==> src/rtl/scope_trace_writer.sv <==
// Writes one oscilloscope column per accepted sample: V_RES erase writes, then span+1 trace writes, then one advance cycle.
// Sample ready is held low for the whole column, and it stays low while i_run=0 or i_restart=1.
module scope_trace_writer #(
   parameter int H_RES    = 640,
   parameter int V_RES    = 480,
   parameter int ADDR_W   = 19,
   parameter int SAMPLE_W = 8
) (
   input  logic                i_clk,
   input  logic                i_rst_n,
   input  logic                i_run,
   input  logic                i_restart,
   input  logic                i_sample_valid,
   output logic                o_sample_ready,
   input  logic [SAMPLE_W-1:0] i_sample,
   output logic                o_wr_en,
   output logic [ADDR_W:0]     o_wr_addr,
   output logic                o_wr_data,
   output logic [9:0]          o_col,
   output logic                o_busy,
   output logic                o_frame_done
);

   typedef enum logic [1:0] {S_IDLE, S_ERASE, S_DRAW, S_ADVANCE} state_t;

   localparam logic [9:0] ROW_LAST = 10'(V_RES - 1);
   localparam logic [9:0] COL_LAST = 10'(H_RES - 1);

   state_t     state, state_nxt;
   logic [9:0] row;
   logic [9:0] y_new, y_prev;
   logic [9:0] y_lo, y_hi;
   logic       first_col;
   logic       hs;

   // Full-width product so the largest sample never wraps before scaling.
   function automatic logic [9:0] row_of(input logic [SAMPLE_W-1:0] s);
      logic [SAMPLE_W+9:0] prod;
      prod = (SAMPLE_W+10)'(s) * (SAMPLE_W+10)'(V_RES);
      return ROW_LAST - 10'(prod >> SAMPLE_W);
   endfunction

   assign hs = o_sample_ready & i_sample_valid;

   always_comb begin
      y_lo = y_new;
      y_hi = y_new;
      if (!first_col) begin
         y_lo = (y_prev < y_new) ? y_prev : y_new;
         y_hi = (y_prev < y_new) ? y_new  : y_prev;
      end
   end

   always_ff @(posedge i_clk or negedge i_rst_n) begin
      if (!i_rst_n) state <= S_IDLE;
      else          state <= state_nxt;
   end

   always_comb begin
      state_nxt = state;
      case (state)
         S_IDLE:    if (hs) state_nxt = S_ERASE;
         S_ERASE:   if (row == ROW_LAST) state_nxt = S_DRAW;
         S_DRAW:    if (row == y_hi) state_nxt = S_ADVANCE;
         S_ADVANCE: state_nxt = S_IDLE;
         default:   state_nxt = S_IDLE;
      endcase
   end

   always_comb begin
      o_sample_ready = 1'b0;
      o_busy         = 1'b0;
      o_wr_en        = 1'b0;
      o_wr_data      = 1'b0;
      o_frame_done   = 1'b0;
      o_wr_addr      = (ADDR_W+1)'(row) * (ADDR_W+1)'(H_RES) + (ADDR_W+1)'(o_col);
      case (state)
         S_IDLE:    o_sample_ready = i_rst_n & i_run & ~i_restart;
         S_ERASE:   begin o_busy = 1'b1; o_wr_en = 1'b1; end
         S_DRAW:    begin o_busy = 1'b1; o_wr_en = 1'b1; o_wr_data = 1'b1; end
         S_ADVANCE: begin o_busy = 1'b1; o_frame_done = (o_col == COL_LAST); end
         default:   o_busy = 1'b0;
      endcase
   end

   always_ff @(posedge i_clk or negedge i_rst_n) begin
      if (!i_rst_n) begin
         row       <= '0;
         y_new     <= '0;
         y_prev    <= '0;
         first_col <= 1'b1;
         o_col     <= '0;
      end else begin
         case (state)
            S_IDLE: begin
               if (i_restart) begin
                  o_col     <= '0;
                  first_col <= 1'b1;
               end else if (hs) begin
                  y_new <= row_of(i_sample);
                  row   <= '0;
               end
            end
            S_ERASE: row <= (row == ROW_LAST) ? y_lo : row + 10'd1;
            S_DRAW:  row <= row + 10'd1;
            S_ADVANCE: begin
               // y_prev survives the wrap so the trace stays continuous across frames.
               y_prev    <= y_new;
               first_col <= 1'b0;
               o_col     <= (o_col == COL_LAST) ? '0 : o_col + 10'd1;
            end
            default: row <= row;
         endcase
      end
   end

endmodule
==> config.mk <==
export PLATFORM = sky130hd
export DESIGN_NAME = scope_trace_writer
export DESIGN_NICKNAME = d
export VERILOG_FILES = /design/src/rtl/scope_trace_writer.sv
export SDC_FILE = /design/constraint.sdc
export NUM_CORES = 1
export LEC_CHECK = 0
export ABC_AREA = 0
export ABC_CLOCK_PERIOD_IN_PS = 2750
export CAP_MARGIN = 30
export CORE_ASPECT_RATIO = 1.5
export CORE_MARGIN = 5
export CORE_UTILIZATION = 52
export DETAILED_ROUTE_END_ITERATION = 8
export PLACE_DENSITY = 0.89
export REMOVE_ABC_BUFFERS = 1
export SYNTH_ARGS = -nofsm -noshare
export SYNTH_HDL_FRONTEND = slang
export SYNTH_SLANG_ARGS = --single-unit
==> constraint.sdc <==
create_clock -name i_clk -period 2.75 [get_ports i_clk]
set_input_delay 0.275 -clock i_clk [delete_from_list [all_inputs] [get_ports i_clk]]
set_output_delay 0.275 -clock i_clk [all_outputs]
set_load 0.005 [all_outputs]
==> summary.txt <==
Status
  – Status: complete, but fails checks
  – Failing checks: negative setup slack

Synth
  – Primary FF master, synth: dfrtp_1
  – Synthesis warning total: 0
  – Synth top area share: 0.2479
  – Cells after Synth: 486
  – EDFF count, synth: 0
  – Yosys reg bits: 43
  – Top cells by area, synth: dfrtp_1, ha_1, fa_1
  – Syn avg cell area: 8.725 um2
  – FFs w/ async S/R, synth: 1.000
  – Cell variety after synth: 53
  – Synth cell count leaders: inv_1, ha_1, nand2_1
  – Most numerous cell in the Yosys netlist: inv_1
  – Register area share after synthesis: 0.2541
  – Cell taking the most area after synthesis: dfrtp_1
  – Mapped Area: 0.004240 mm2

CTS
  – Clock-pin slew on the worst setup and hold paths: 0.06 ns
  – Clock latency at the later pin of the worst-skew pair: 0.30 ns
  – H-Tree Depth: 2
  – CTS Root Buffer Type: clkbuf_16
  – Num Clock Sinks: 43
  – CTS max path bufs: 2
  – Post-CTS Hold Fix Bufs: 0
  – CTS tree: built
  – Clock buffer count from CTS: 5

STA
  – RSZ-0062 raised after global routing: true
  – Post-route setup slack: -0.5969 ns
  – Setup TNS: -4.985 ns
  – Hold Fails Final Rpt: 0
  – Worst-margin pin slew: 0.7773 ns
  – Clk_skew: 0.003920 ns
  – Fmax: 0.2988 GHz
  – Slew margin rel.: 0.4670
  – Minimum clock period: 3.347 ns
  – Final setup vio count: 14
  – Final slew viol count: 0
  – Final period util: 1.217

Route
  – Initial DRC Count: 486
  – Per-cell routed wire length: 20.70 um
  – DRT antenna net count: 0
  – Remaining DRCs: 0
  – Post-DR vias/cell: 5.978
  – Drt total wl: 15320 um
  – DR vias: 4424
  – Router iterations before antenna repair: 6

Setup path
  – Critical path launch point: i_sample[1]
  – Crit-path max FO: 2
  – Worst setup path end: y_new[7]
  – Worst R2R Path Depth: 9
  – Worst Path Arrival: 3.57 ns
  – WP data required: 2.97 ns
  – Critical Path Start Type: primary input
  – R2R Path Start: row[1]
  – Worst setup EP type: register
  – R2R Setup Slk: -0.11 ns
  – Reg2reg end: state[1]
  – Critical path start-end classification: in -> reg

Floorplan
  – # rows: 40
  – Die X-Extent: 83.73 um
  – Die Area: 0.01010 mm2
  – Die Y: 120.6 um
  – Initial core utilization: 0.5295
  – Ports: 48
  – Core area: 0.008008 mm2

Placed design
  – GP Congestion: 0.9143
  – Cells after DPL: 706
  – Number of port buffers: 47
  – Post-DP HPWL: 8798 um

Finish
  – Layout area overhead: 49.96%
  – Antenna diodes: 0
  – Layout cells sized above 1: 0.3748
  – Finished Layout Cells: 740
  – Nets: 712

Global route
  – Largest net degree at the start of global routing: 44
  – Gr usage total: 0.2576
  – First-pass GRT wire length: 20820 um
  – Global route overflow: 0
  – Number of global-route vias before repair: 4489
  – Initial antenna violation count: 0

Worst hold path
  – Worst min path class: in -> async

Run
  – Max_cap viols: 0

Pwr
  – Peak VDD IR: 721.4 uV
  – LEAKAGE: 2.994 nW
  – Power density cells: 820.2 mW/mm2
## flip-flops by register name, summed over array words and instances (netlist names)
register / count
y_prev: 10
row: 10
state: 2
y_new: 10
o_col: 10
first_col: 1
## what timing repair did
item | in CTS | in global routing
endpoints found under the setup margin | 19 | 19
hold endpoints to repair | 0 | 0
buffers inserted | 15 | 13
gates cloned | 0 | 1
gates resized for setup | 124 | 69
pin swaps | 47 | 58
## critical path, cell delays in order
cell and delay, ns:
buf_6 0.10, buf_6 0.11, fa_1 0.54, inv_2 0.05
fa_2 0.50, fa_2 0.38, nor2b_4 0.17, o21a_1 0.22
o21a_1 0.21, buf_6 0.13, o21ai_4 0.05, a21oi_2 0.16
ha_2 0.21, xnor3_1 0.33, o21ai_2 0.14
## report_power, final
part | internal (mW) | switching (mW) | total, mW | leakage [nW]
clock network | 0.386 | 0.257 | 0.644 | 0.0761
logic | 1.66 | 1.91 | 3.57 | 2.36
registers | 0.815 | 0.188 | 1.00 | 0.557
total | 2.86 | 2.36 | 5.22 | 2.99
## metal layers
layer / vias to the layer above / GRT usage / share of wire
met2: 229 / 0.5060 / 0.53
met5: - / 0 / 0
met1: 2114 / 0.2321 / 0.32
met3: 105 / 0.03136 / 0.050
li1: 1976 / - / -
met4: 0 / 0.1972 / 0.098
## per-stage QoR
step / instance area [um2] / power [mW] / hold slack [ns] / setup WS [ns] / util
6_report: 6359 / 5.215 / 0.05898 / -0.5969 / 0.7941
5_1_grt: 6359 / 5.483 / 0.1248 / -0.7312 / 0.7941
4_1_cts: 5904 / 4.426 / 0.08103 / -0.4891 / 0.7373
3_5_place_dp: 5384 / 3.546 / 0.3914 / -1.272 / 0.6723
3_3_place_gp: 5384 / 3.389 / 0.3805 / -1.076 / 0.6723
2_1_floorplan: 4141 / 2.464 / -0.02059 / -0.6154 / -
## cell families after synthesis
| logic type | after synthesis | synth area share |
|---|---|---|
| buffers and inverters | 83 | 0.08085 |
| muxes | 24 | 0.05842 |
| AOI/OAI and AO/OA | 113 | 0.1720 |
| adders and majority gates | 65 | 0.2184 |
| and+or+nand+nor | 126 | 0.1469 |
| DFF | 43 | 0.2541 |
| xor gates and xnor gates | 32 | 0.06934 |
## area by class of cell
type	count	area (um2)
Clock buffer	7	152.6
Clock inverter	1	7.507
Fill cell	444	1649
Inverter	65	244.0
Multi-Input combinational cell	360	3431
Sequential cell	43	1077
Tap cell	105	131.4
Timing Repair Buffer	159	1315
## worst min-delay path by stage
| stage | from | end | cells past startpoint | slack (ns) |
|---|---|---|---|---|
| 2_1_floorplan | i_rst_n | o_col[0] | 0 | -0.02 |
| 3_3_place_gp | i_rst_n | o_col[6] | 2 | 0.38 |
| 3_5_place_dp | i_rst_n | o_col[6] | 2 | 0.39 |
| 4_1_cts | i_rst_n | o_col[6] | 2 | 0.08 |
| 5_1_grt | i_rst_n | o_col[6] | 2 | 0.12 |
| 6_report | i_rst_n | o_col[6] | 2 | 0.06 |
## layout by cell type, fill, tap and decap left out, drive strengths merged, types with 4 or more instances in the layout
cell type      synthesis  final
buf                    9    123
inv                   65     65
ha                    50     50
nand2                 43     43
dfrtp                 42     42
o21ai                 40     40
clkdlybuf4s50          0     30
a21oi                 22     22
nor2                  19     19
mux2i                 18     18
xnor2                 17     17
fa                    15     15
xor2                  14     14
nand3                 14     14
a22o                  11     11
nor3                   9      9
and3                   8      8
clkbuf                 9      8
o22ai                  7      7
o21a                   6      6
a21o                   6      6
mux2                   6      6
nor2b                  6      6
nand3b                 5      5
nand4                  5      5
nor3b                  4      4
(Power assumes the default switching activity.)
